===== src/rtl/truth_table_sweeper.sv =====
// Sweeps all input vectors of an N_IN-input function, captures its truth table
// and checks it against a mask. Define TT_STOP_ON_ERR_EN to end on first error.
module truth_table_sweeper #(
  parameter int N_IN   = 4,
  parameter int SETTLE = 1
) (
  input  logic                 clk,
  input  logic                 rst_n,
  input  logic                 start,
  input  logic [2**N_IN-1:0]   expected,
  input  logic                 dut_out,
  output logic [N_IN-1:0]      dut_in,
  output logic                 busy,
  output logic                 done,
  output logic [2**N_IN-1:0]   table_out,
  output logic                 mismatch,
  output logic [N_IN:0]        err_count,
  output logic [N_IN-1:0]      first_err_idx
);

  localparam int W  = 2**N_IN;
  localparam int CW = (SETTLE > 1) ? $clog2(SETTLE) : 1;
  localparam logic [N_IN:0] LAST = (N_IN+1)'(W-1);
  localparam logic [CW-1:0] CMAX = CW'(SETTLE-1);

  typedef enum logic [1:0] {
    S_IDLE,
    S_DRIVE,
    S_SAMPLE,
    S_DONE
  } state_e;

  state_e          state_q, state_d;
  logic [N_IN:0]   idx_q, idx_d;
  logic [CW-1:0]   cnt_q, cnt_d;
  logic [W-1:0]    exp_q, exp_d;
  logic [W-1:0]    tbl_q, tbl_d;
  logic            mism_q, mism_d;
  logic [N_IN:0]   err_q, err_d;
  logic [N_IN-1:0] ferr_q, ferr_d;
  logic            hit;

  always_ff @(posedge clk or negedge rst_n) begin
    if (!rst_n) begin
      state_q <= S_IDLE;
      idx_q   <= '0;
      cnt_q   <= '0;
      exp_q   <= '0;
      tbl_q   <= '0;
      mism_q  <= 1'b0;
      err_q   <= '0;
      ferr_q  <= '0;
    end else begin
      state_q <= state_d;
      idx_q   <= idx_d;
      cnt_q   <= cnt_d;
      exp_q   <= exp_d;
      tbl_q   <= tbl_d;
      mism_q  <= mism_d;
      err_q   <= err_d;
      ferr_q  <= ferr_d;
    end
  end

  assign hit = dut_out ^ exp_q[idx_q[N_IN-1:0]];

  always_comb begin
    state_d = state_q;
    idx_d   = idx_q;
    cnt_d   = cnt_q;
    exp_d   = exp_q;
    tbl_d   = tbl_q;
    mism_d  = mism_q;
    err_d   = err_q;
    ferr_d  = ferr_q;
    unique case (state_q)
      S_IDLE: begin
        if (start) begin
          exp_d   = expected;
          tbl_d   = '0;
          mism_d  = 1'b0;
          err_d   = '0;
          ferr_d  = '0;
          idx_d   = '0;
          cnt_d   = '0;
          state_d = S_DRIVE;
        end
      end
      S_DRIVE: begin
        if (cnt_q == CMAX) state_d = S_SAMPLE;
        else cnt_d = cnt_q + CW'(1);
      end
      S_SAMPLE: begin
        tbl_d[idx_q[N_IN-1:0]] = dut_out;
        if (hit) begin
          err_d  = err_q + (N_IN+1)'(1);
          mism_d = 1'b1;
          if (!mism_q) ferr_d = idx_q[N_IN-1:0];
        end
        if (idx_q == LAST) begin
          state_d = S_DONE;
        end else begin
          idx_d   = idx_q + (N_IN+1)'(1);
          cnt_d   = '0;
          state_d = S_DRIVE;
        end
`ifdef TT_STOP_ON_ERR_EN
        if (hit) begin
          idx_d   = idx_q;
          state_d = S_DONE;
        end
`endif
      end
      S_DONE: state_d = S_IDLE;
    endcase
  end

  assign dut_in        = idx_q[N_IN-1:0];
  assign busy          = (state_q == S_DRIVE) || (state_q == S_SAMPLE);
  assign done          = (state_q == S_DONE);
  assign table_out     = tbl_q;
  assign mismatch      = mism_q;
  assign err_count     = err_q;
  assign first_err_idx = ferr_q;

endmodule


===== config.mk =====
export PLATFORM = sky130hd
export DESIGN_NAME = truth_table_sweeper
export DESIGN_NICKNAME = d
export VERILOG_FILES = /design/src/rtl/truth_table_sweeper.sv
export SDC_FILE = /design/constraint.sdc
export NUM_CORES = 1
export LEC_CHECK = 0
export CAP_MARGIN = 20
export CORE_ASPECT_RATIO = 0.8
export CORE_MARGIN = 4
export CORE_UTILIZATION = 56
export DETAILED_ROUTE_END_ITERATION = 7
export HOLD_SLACK_MARGIN = 0.15
export PLACE_DENSITY = 0.82
export SETUP_SLACK_MARGIN = 0.5
export SYNTH_ARGS = -nofsm -noshare
export SYNTH_HDL_FRONTEND = slang
export SYNTH_SLANG_ARGS = --single-unit

===== constraint.sdc =====
create_clock -name clk -period 3.9 [get_ports clk]
set_clock_uncertainty 0.05 [all_clocks]
set_input_delay 0.585 -clock clk [delete_from_list [all_inputs] [get_ports clk]]
set_output_delay 0.585 -clock clk [all_outputs]
set_load 0.03 [all_outputs]

==> results.txt, run 1 <==
Routability-driven placement finished with a final weighted congestion of 0.8222. The count of nets left with antenna violations once routing finished came out at 0. For the sequential cell area fraction in the yosys report, the log shows 0.4571. The smallest setup slack after layout was 1323 ps.

Detailed routing inserted a total of 2136 vias. Setup violations remaining at the end of the flow were counted as 0. Across the run, the number of max-cap violations was 0. The via count of the first global-routing pass was 1963.

The sort of element at the start of the critical path is a register. For this run the aggregate overflow at the end of global routing stands at 0. In the final design database the tool counted 337 nets. Initial core utilization: 0.5836. Hold repair after CTS inserted 0 buffers. Synthesis inferred 49 register bits. Counting along the longest clock path gives a buffer depth of 2. The number of instances in the placed design was 359. The count of port buffers added during placement works out to 51. Detailed placement ended at an HPWL of 4197 µm. Counting flops with a built-in enable in the synthesized netlist gives 0. The die is 69.91 µm tall. In the synthesized netlist, the number of instances is 263.

The run gives 0 as the number of hold violations in the final report. After synthesis, the cell types taking the most area are dfrtp_1 46%, o21ai_0 7.6%, mux2_2 6.7%, ha_1 4.7%, a21boi_0 4.2%. Leading area contributor after synthesis: dfrtp_1.

Timing analysis after detailed placement gives a worst setup slack of 1238 ps. The die covers 0.005968 mm². The via density per instance works out to 5.820. For this run, the number of Yosys warnings is 0. The site row count is 22. The synthesized netlist occupies a cell area of 0.002683 mm².

After the first detailed-routing iteration, the DRC count stood at 97. Leaving out filler cells and counting taps, the final layout contains 367. Setup total negative slack on the finished layout was measured at 0 ps.

The tools report the share of the core filled with cells in the final layout as 0.7216. The number of gates resized after cts was 0; the average wire per standard cell was 15.68 µm. In the synthesized netlist the dominant register cell turns out to be dfrtp_1. The post-synthesis area per instance was 10.20 µm². The proportion of synthesized flip-flops having asynchronous set or reset is 1.000. Setup repair after global routing left no endpoint under its margin. The share of layout cells above drive strength 1 came out at 0.1042.

I/O pin total: 52. The clock transition at the registers of the reported paths came out at 80 ps. The area share of the largest cell type after synthesis was 0.4571; the net count of the mapped netlist was 293.

The finished cells cover 0.003317 mm². After detailed placement, the total cell area comes to 0.003186 mm². Before antenna repair, the detailed router went through 4 iterations. For this run, the top clock speed supported by timing is 388.1 MHz. The library cells used most frequently in the layout, excluding fill and tap cells, are 50 x clkdlybuf4s50_1, 49 x dfrtp_1, 40 x o21ai_0.

Power spread over the standard cell area amounts to 677.6 mW/mm². The clock drives 49 sinks. For the final max-slew violation count, the log shows 0. Synthesis-to-layout area growth: 23.65%. The required arrival time at the worst endpoint is 4050 ps. The share of the clock period used by the worst path works out to 0.6607. The worst setup path is captured at a register.

On the final layout, the worst hold slack is 219.3 ps. The commonest non-fill, non-tap cell in the layout is clkdlybuf4s50_1. For this run, design rule violations remaining after detail routing come to 0. The largest fanout on the critical path came out at 15. The logs give 2.247 mW for the post-route total power and 367 for the number of fill cells in the layout. The clock insertion delay at the later pin of the skew report is 300 ps, and the number of H-tree levels is 2. The tools report the antenna cell count as 0.

The routed design has 5754 µm of wire. Worst slew slack as a fraction of its limit: 0.5091. The root buffer cell chosen for the clock tree is clkbuf_8.

The logs give 50 for the largest net degree at the start of global routing and 44 for the number of unique standard cell types used by synthesis. The post-CTS repair timing setup buffer count was 0. The slew at the pin closest to its max-slew limit is 734.6 ps, and the number of buffers created by CTS is 5. The run finished with clean final reports. The time the final worst path needs with I/O delays and setup was 2577 ps; the number of antenna violations at the first check in global routing was 0. From left edge to right edge, the die measures 85.38 µm. In this run the standard cell core region covers 0.004597 mm². The tools report the cell leakage power as 1.381 nW. Wire length of the first global-routing pass: 9570 µm. By startpoint and endpoint, the worst setup path is classified as register to register. The worst-case IR drop observed on VDD is 0.0005749 V. The path class of the tightest hold or removal check is primary input to async pin.

The overall fraction of global-route tracks in use is 0.1985. Data arrives at the worst endpoint at 2730 ps. TritonCTS built the clock tree.
## power by group
group	leakage [nW]	internal [mW]	total (mW)	switching, mW
sequential	0.642	0.652	0.790	0.138
clock	0.0540	0.186	0.341	0.155
combinational	0.686	0.473	1.12	0.643
total	1.38	1.31	2.25	0.936
## layer usage
layer / global-route usage / up-vias / share of wire
li1: - / 1044 / -
met2: 0.2914 / 85 / 0.45
met4: 0.05975 / 0 / 0.013
met1: 0.2936 / 998 / 0.46
met3: 0.04363 / 9 / 0.074
met5: 0 / - / 0
## sequential cells by signal (all words and copies together), names as in the netlist
register,cells
mismatch,1
exp_q,16
state_q,2
first_err_idx,4
idx_q,5
table_out,16
err_count,5
## cells in the mapped netlist (3+ instances only)
master	number
buf_4	4
nand3_1	15
o31ai_1	3
mux2i_1	9
a21oi_1	4
dfrtp_1	49
a22oi_1	5
a22o_1	4
nand2_1	15
clkbuf_1	10
nor2_1	7
nand2b_1	4
mux2_2	16
and2_1	5
a211oi_1	3
a21boi_0	15
inv_1	8
o211ai_1	4
ha_1	10
o21ai_0	41
## path summary, 6_finish.rpt
kind	start	end	slack, ps	cells past startpoint
worst max register to register	idx_q[1]$_DFFE_PN0P_	err_count[2]$_DFFE_PN0P_	1320	7
worst max-delay path	idx_q[1]$_DFFE_PN0P_	err_count[2]$_DFFE_PN0P_	1320	7
max in group asynchronous	rst_n	exp_q[6]$_DFFE_PN0P_	3060	2
worst min register to register	table_out[6]$_DFFE_PN0P_	table_out[6]$_DFFE_PN0P_	460	2
worst min-delay path	rst_n	idx_q[3]$_DFFE_PN0P_	220	1
min in group clk	table_out[6]$_DFFE_PN0P_	table_out[6]$_DFFE_PN0P_	460	2
## cell type report
cell class,count,area [µm²],area share
clock inverters,2,35.03,0.01056
well taps,60,75.07,0.02263
multi-input cells,188,1326,0.3998
clock buffers,5,68.82,0.02075
flip-flops and latches,49,1226,0.3697
repair buffers,55,555.5,0.1675
inverters,8,30.03,0.009053
## cells by family (layout without fill, tap and decap cells)
| group | after synthesis | after routing | synth area share |
|---|---|---|---|
| AO/OA/AOI/OAI | 89 | 89 | 0.2164 |
| AND/OR/NAND/NOR | 63 | 63 | 0.1273 |
| flip-flops | 49 | 49 | 0.4571 |
| buffers and inverters | 26 | 70 | 0.04851 |
| multiplexers | 25 | 25 | 0.1007 |
| adder cells (fa/ha/maj) | 10 | 10 | 0.04664 |
| XOR/XNOR | 1 | 1 | 0.003266 |
## critical path: stages (launching register included)
cell,delay (ps)
dfrtp_1,750
mux2i_1,310
a22oi_1,150
a211oi_1,300
nor4_1,100
buf_4,180
or3b_1,360
a211oi_1,270
Power figures use the tool's default switching activity.
==> run 2: changes to the inputs <==
CORE_UTILIZATION = 47   (was 56)
PLACE_DENSITY = 0.73   (was 0.82)
clock period = 2.26 ns   (was 3.9 ns; I/O delays follow)
==> results.txt, run 2 (same netlist as run 1, synthesis figures left out) <==
The run finished with clean final reports. For the achievable frequency, the log shows 451.5 MHz (was 388.1 MHz). Slack of the worst reg-to-reg path: 50 ps (was 1320 ps). The die width is 92.47 µm (was 85.38 µm), and the share of layout cells above drive strength 1 is 0.3459 (was 0.1042). The run gives 0 ps (unchanged) as the setup TNS after final layout. The share of the clock period used by the worst path came out at 0.9801 (was 0.6607). The run gives 0 (unchanged) as the leftover overflow at the end of global routing. The total length of routed wires was 7439 µm (was 5754 µm).

Commonest non-fill, non-tap cells in the layout: 48 x dfrtp_1, 29 x buf_4, 24 x clkdlybuf4s50_1 (was 50 x clkdlybuf4s50_1, 49 x dfrtp_1, 40 x o21ai_0). Post-route DRC violation count: 0 (unchanged). The startpoint of the lowest-slack register-to-register path was idx_q[0]$_DFFE_PN0P_ (was idx_q[1]$_DFFE_PN0P_). The number of iterations in the first detailed-routing pass is 4 (unchanged).

Number of H-tree levels: 2 (unchanged). Root buffer cell: clkbuf_8 (unchanged). The cell internal power dissipation was 2.724 mW (was 1.311 mW). The tools report the global placement routability congestion as 0.7855 (was 0.8222). The time the final worst path needs with I/O delays and setup was 2215 ps (was 2577 ps); the final max-slew violation count was 0 (unchanged). For the via count of the first global-routing pass, the log shows 2429 (was 1963). The logs give 300 ps (about the same) for the clock insertion delay at the later pin of the skew report and 0 (unchanged) for the antenna cell count. The share of power burned in combinational logic is 0.571 (was 0.497), and the worst path arrival time is 2390 ps (was 2730 ps). Commonest non-fill, non-tap cell in the layout: dfrtp_1 (was clkdlybuf4s50_1). The maximum number of buffers from clock root to sink is 2 (unchanged). TritonCTS built the clock tree.

The tools report the overall fraction of global-route tracks in use as 0.2178 (was 0.1985). Power density relative to cell area: 1209 mW/mm² (was 677.6 mW/mm²). The cell leakage power is 1.855 nW (was 1.381 nW), and the site row count is 24 (was 22). Switching part of the total power: 0.4208 (was 0.4166). The number of hold violations in the final report came out at 0 (unchanged).

The worst-case reg-to-reg path depth was 6 (was 7); the number of antenna violations at the first check in global routing was 0 (unchanged). The clock transition at the registers of the reported paths works out to 90 ps (was 80 ps). The category of the worst setup path capture point was a register (unchanged).

The logs give 43 (was 50) for the largest net degree at the start of global routing and 2440 ps (was 4050 ps) for the required arrival time at the worst endpoint. The via density per instance is 5.678 (was 5.820). Worst slew slack as a fraction of its limit: 0.6995 (was 0.5091).

The tools report the DRC violation total after the first TritonRoute iteration as 160 (was 97). The tools report the post-route total power as 4.704 mW (was 2.247 mW). The kind of critical path was register to register (unchanged).

For the sum of net half-perimeters after detailed placement, the log shows 4829 µm (was 4197 µm). The largest fanout on the critical path was 9 (was 15). The run gives 0 (unchanged) as the count of endpoints failing setup in the final report.

Synthesis-to-layout area growth: 45.06% (was 23.65%). The run gives 0.290 (was 0.352) as the proportion of power drawn by flip-flops and latches. The run gives 5 (unchanged) as the number of buffers created by CTS. The end of the worst register-to-register path is err_count[2]$_DFFE_PN0P_ (unchanged). The via count is 2396 (was 2136).

The vertical die dimension was 75.57 µm (was 69.91 µm); the maximum vdd drop was 0.0006546 V (was 0.0005749 V). The clock group share of total power is 0.139 (was 0.152), and the worst hold slack across all endpoints is 420.5 ps (was 219.3 ps). The die footprint is 0.006988 mm² (was 0.005968 mm²), and the remaining number of nets flagged by the antenna check after routing is 0 (unchanged).

The number of nets in the layout is 373 (was 337), and the I/O pin total is 52 (unchanged). The slew at the pin closest to its max-slew limit is 450.8 ps (was 734.6 ps). The initial core utilization was 0.4882 (was 0.5836); the count of port buffers added during placement was 51 (unchanged).

Kind of path behind the tightest hold check: primary input to async pin (unchanged). The count of clock tree sinks came out at 49 (unchanged). The number of max-cap violations came out at 0 (unchanged). The run gives 1.979 mW (was 0.9364 mW) as the switching power of the nets. Sort of element at the start of the critical path: a register (unchanged). Setup repair after global routing could not meet its margin everywhere. For the placeable core area, the log shows 0.005495 mm² (was 0.004597 mm²). Average wire per standard cell: 17.63 µm (was 15.68 µm). The wire length of the first global-routing pass came out at 11820 µm (was 9570 µm).
run 2: changes by cell type in the layout (fill, tap and decap cells not counted), moves of 5 or more:
cell,change
a21boi_0,-8
a21boi_2,+5
buf_4,+26
buf_6,+7
clkdlybuf4s50_1,-26
dlygate4sd2_1,+16
dlymetal6s2s_1,+8
ha_1,-7
nand3_1,-5
nand3_2,+5
o21ai_0,-19
o21ai_1,+17
run 2: power by group through the flow:
stage	logic, mW	registers, mW	clock network, mW
finish	2.69	1.36	0.654
global route	2.88	1.40	0.697
CTS	2.41	1.35	0.662
detailed placement	2.07	1.37	0
global placement	2.03	1.36	0
floorplan	1.41	1.40	0
run 2: area by class of cell:
cell class	instances	area, µm²
Tap cell	78	97.59
Fill cell	401	1604
Clock inverter	1	30.03
Clock buffer	7	86.33
Multi-Input combinational cell	188	1565
Inverter	8	32.53
Timing Repair Buffer	91	852.1
Sequential cell	49	1227
run 2: what timing repair did:
| action | in CTS | in global routing |
|---|---|---|
| resized for setup | 62 | 61 |
| hold buffers | 1 | 0 |
| cloned | 1 | 1 |
| setup endpoints to repair | 49 | 43 |
| hold endpoints to repair | 13 | 0 |
| setup buffers | 15 | 2 |
| pin swaps | 28 | 9 |
run 2: worst max-delay path by stage:
stage,startpoint,endpoint,slack (ps)
after floorplan,idx_q[1]$_DFFE_PN0P_,err_count[3]$_DFFE_PN0P_,240
after global placement,dut_out,err_count[2]$_DFFE_PN0P_,80
after detailed placement,dut_out,err_count[2]$_DFFE_PN0P_,-20
after CTS,idx_q[1]$_DFFE_PN0P_,err_count[2]$_DFFE_PN0P_,120
after global routing,idx_q[1]$_DFFE_PN0P_,err_count[2]$_DFFE_PN0P_,-20
final,idx_q[0]$_DFFE_PN0P_,err_count[2]$_DFFE_PN0P_,50
run 2: worst max-delay path: stages (launching register included):
cell      delay, ps
dfrtp_1         630
inv_1           280
nor4_2          370
nor4_2           80
buf_4           160
or3b_1          380
a211oi_2        180
run 2: through the flow:
step / cell area, µm² / setup slack, ps / cells / util
after floorplan: 2710 / 237.5 / 263 / -
after global placement: 3359 / 78.84 / 394 / 0.6113
after detailed placement: 3359 / -16.46 / 394 / 0.6113
after CTS: 3734 / 121.4 / 419 / 0.6794
after global routing: 3891 / -17.61 / 422 / 0.7081
final: 3891 / 45.08 / 422 / 0.7081
run 2: layer usage:
| metal | vias to the layer above | routed length, µm | GRT usage |
|---|---|---|---|
| li1 | 1124 | - | - |
| met1 | 1173 | 3311 | 0.2860 |
| met2 | 81 | 3529 | 0.3641 |
| met3 | 18 | 460 | 0.04344 |
| met4 | 0 | 137 | 0.08237 |
| met5 | - | 0 | 0 |
==> run 3: changes to the inputs <==
--- a/config.mk
+++ b/config.mk
@@ -12,5 +12,5 @@
 export DETAILED_ROUTE_END_ITERATION = 7
 export HOLD_SLACK_MARGIN = 0.15
-export PLACE_DENSITY = 0.73
+export PLACE_DENSITY = 0.86
 export SETUP_SLACK_MARGIN = 0.5
 export SYNTH_ARGS = -nofsm -noshare
==> constraint.sdc (replaced) <==
create_clock -name clk -period 2.26 [get_ports clk]
set_clock_uncertainty 0.05 [all_clocks]
set_input_delay 0.678 -clock clk [delete_from_list [all_inputs] [get_ports clk]]
set_output_delay 0.678 -clock clk [all_outputs]
set_load 0.03 [all_outputs]
==> results.txt, run 3 (same netlist as run 1, synthesis figures left out) <==
The flow ran to the end, and the final reports show no timing, DRC or antenna violations. The slew at the pin closest to its max-slew limit is 683.2 ps (was 450.8 ps). The DRC violation total after the first TritonRoute iteration is 116 (was 160). Placeable core area: 0.005495 mm² (unchanged). The run gives 5 (unchanged) as the number of buffers created by CTS.

The die footprint was 0.006988 mm² (unchanged); the largest fanout on the critical path was 5 (was 9). The run gives 10940 µm (was 11820 µm) as the wire length of the first global-routing pass. For the total length of routed wires, the log shows 7007 µm (was 7439 µm). For the I/O pin total, the log shows 52 (unchanged). The commonest non-fill, non-tap cell in the layout is dfrtp_1 (unchanged). The clock transition at the registers of the reported paths is 90 ps (about the same). The share of power burned in combinational logic is 0.574 (was 0.571), and the post-place instance area is 0.003412 mm² (was 0.003359 mm²). The via density per instance was 5.637 (was 5.678); the required arrival time at the worst endpoint was 2400 ps (was 2440 ps).

The number of iterations in the first detailed-routing pass came out at 5 (was 4). The synthesis-to-layout area growth works out to 36.85% (was 45.06%). Largest net degree at the start of global routing: 43 (unchanged). The logs give 4805 µm (was 4829 µm) for the sum of net half-perimeters after detailed placement and 0.0009636 V (was 0.0006546 V) for the maximum vdd drop. The run gives 0 (unchanged) as the number of max-cap violations.

The hold-fix buffer count after cts was 0 (was 1). The kind of critical path is register to register (unchanged). Category of the worst setup path capture point: a register (unchanged).

The run gives 0.304 (was 0.290) as the proportion of power drawn by flip-flops and latches. TritonCTS built the clock tree. Commonest non-fill, non-tap cells in the layout: 46 x dfrtp_1, 37 x o21ai_0, 31 x buf_4 (was 48 x dfrtp_1, 29 x buf_4, 24 x clkdlybuf4s50_1). The run gives 0 (unchanged) as the final max-slew violation count. The root buffer cell was clkbuf_8 (unchanged). The worst slew slack as a fraction of its limit was 0.5414 (was 0.6995); the vertical die dimension was 75.57 µm (unchanged). Setup repair after global routing could not meet its margin everywhere. The achievable frequency was 461.3 MHz (was 451.5 MHz). The share of layout cells above drive strength 1 is 0.3548 (was 0.3459).

The number of antenna violations at the first check in global routing was 0 (unchanged). The global placement routability congestion came out at 0.8144 (was 0.7855). The kind of path behind the tightest hold check was primary input to async pin (unchanged). The switching part of the total power works out to 0.4243 (was 0.4208). The cell leakage power is 1.597 nW (was 1.855 nW), and the maximum number of buffers from clock root to sink is 2 (unchanged). For the site row count, the log shows 24 (unchanged). The leftover overflow at the end of global routing is 0 (unchanged), and the post-route total power is 4.402 mW (was 4.704 mW).

The run gives 0.1994 (was 0.2178) as the overall fraction of global-route tracks in use. The start point of the critical path was idx_q[1]$_DFFE_PN0P_ (was idx_q[0]$_DFFE_PN0P_). The final instance area is 0.003671 mm² (was 0.003891 mm²), and the count of endpoints failing setup in the final report is 0 (unchanged). The number of nets in the layout came out at 370 (was 373). Family of cells with the greatest summed delay on the critical path: compound AO/OA/AOI/OAI gates (was simple AND/OR/NAND/NOR gates). The post-route DRC violation count came out at 0 (unchanged). Remaining number of nets flagged by the antenna check after routing: 0 (unchanged).

The antenna cell count came out at 0 (unchanged). Initial core utilization: 0.4882 (unchanged). The count of clock tree sinks was 49 (unchanged); the maximum cell stage delay along the critical path was 440 ps (was 630 ps). The worst path arrival time was 2310 ps (was 2390 ps); the clock group share of total power was 0.122 (was 0.139). Library cell contributing the largest single delay on the critical path: dfrtp_2 (was dfrtp_1). The number of buffer and inverter instances along the worst setup path was 1 (was 2); the cell internal power dissipation was 2.534 mW (was 2.724 mW).

Via count of the first global-routing pass: 2364 (was 2429). Critical-path cell list: buf_12, mux2i_1, a22oi_1, nand3_1, a211o_1, o21a_1, a311o_1 (was inv_1, nor4_2, nor4_2, buf_4, or3b_1, a211oi_2). Count of port buffers added during placement: 51 (unchanged). The tools report the via count as 2362 (was 2396).

The die width was 92.47 µm (unchanged). Number of H-tree levels: 2 (unchanged). The run gives 300 ps (about the same) as the clock insertion delay at the later pin of the skew report. The switching power of the nets is 1.868 mW (was 1.979 mW). The startpoint of the lowest-slack register-to-register path was idx_q[1]$_DFFE_PN0P_ (was idx_q[0]$_DFFE_PN0P_). Power density relative to cell area: 1199 mW/mm² (was 1209 mW/mm²).

Sort of element at the start of the critical path: a register (unchanged). The average wire per standard cell was 16.72 µm (was 17.63 µm). The tools report the number of hold violations in the final report as 0 (unchanged). The share of the clock period used by the worst path is 0.9591 (was 0.9801). The time the final worst path needs with I/O delays and setup works out to 2168 ps (was 2215 ps).
[run 3: cell count changes in the layout (fill, tap and decap cells not counted), moves of 8 or more]
cell | before | now
dlygate4sd2_1 | 16 | 1
a21boi_0 | 7 | 15
dlymetal6s2s_1 | 8 | 0
o21ai_1 | 18 | 4
clkdlybuf4s15_2 | 0 | 17
o21ai_0 | 21 | 37
[run 3: path summary, 6_finish.rpt]
check | to | slack (ps) | depth (start not counted)
setup / recovery | first_err_idx[0]$_DFFE_PN0P_ | 90 | 7
hold / removal | table_out[2]$_DFFE_PN0P_ | 270 | 1
setup reg to reg | first_err_idx[0]$_DFFE_PN0P_ | 90 | 7
hold reg to reg | exp_q[4]$_DFFE_PN0P_ | 470 | 1
max in group asynchronous | exp_q[0]$_DFFE_PN0P_ | 1280 | 2
min in group clk | exp_q[4]$_DFFE_PN0P_ | 470 | 1
[run 3: metrics by stage]
step                      setup TNS, ps  setup WS, ps  hold slack (ps)  utilization  instances
after global placement            -2643        -310.5            435.4       0.6209        401
after floorplan                       0         237.5            332.4            -        263
after CTS                             0         121.0            283.1       0.6571        416
after detailed placement          -4006        -397.7            442.1       0.6209        401
final                                 0         92.34            269.3       0.6680        419
after global routing             -27.67        -22.26            300.5       0.6680        419
[run 3: timing repair]
| action | in CTS | in global routing |
|---|---|---|
| resized for setup | 140 | 31 |
| buffers inserted | 7 | 3 |
| pin swaps | 1 | 6 |
| endpoints found under the setup margin | 64 | 41 |
[run 3: layer usage]
layer,global-route usage,vias to the layer above,share of wire,routed length (µm)
met1,0.2648,1152,0.44,3058
met3,0.04245,7,0.064,447
met2,0.3344,87,0.49,3442
li1,-,1116,-,-
met4,0.06096,0,0.0083,58
met5,0,-,0,0
[run 3: power by group through the flow]
stage               clock [mW]  sequential, mW  combinational (mW)
floorplan                    0            1.40                1.41
global placement             0            1.34                2.12
detailed placement           0            1.35                2.19
CTS                      0.549            1.32                2.35
global route             0.588            1.37                2.70
finish                   0.539            1.34                2.53
[run 3: area by class of cell]
| type | instances | area (µm²) |
|---|---|---|
| Clock buffer | 8 | 90.09 |
| Fill cell | 425 | 1824 |
| Tap cell | 78 | 97.59 |
| Sequential cell | 49 | 1230 |
| Multi-Input combinational cell | 188 | 1418 |
| Inverter | 8 | 30.03 |
| Timing Repair Buffer | 88 | 805.8 |
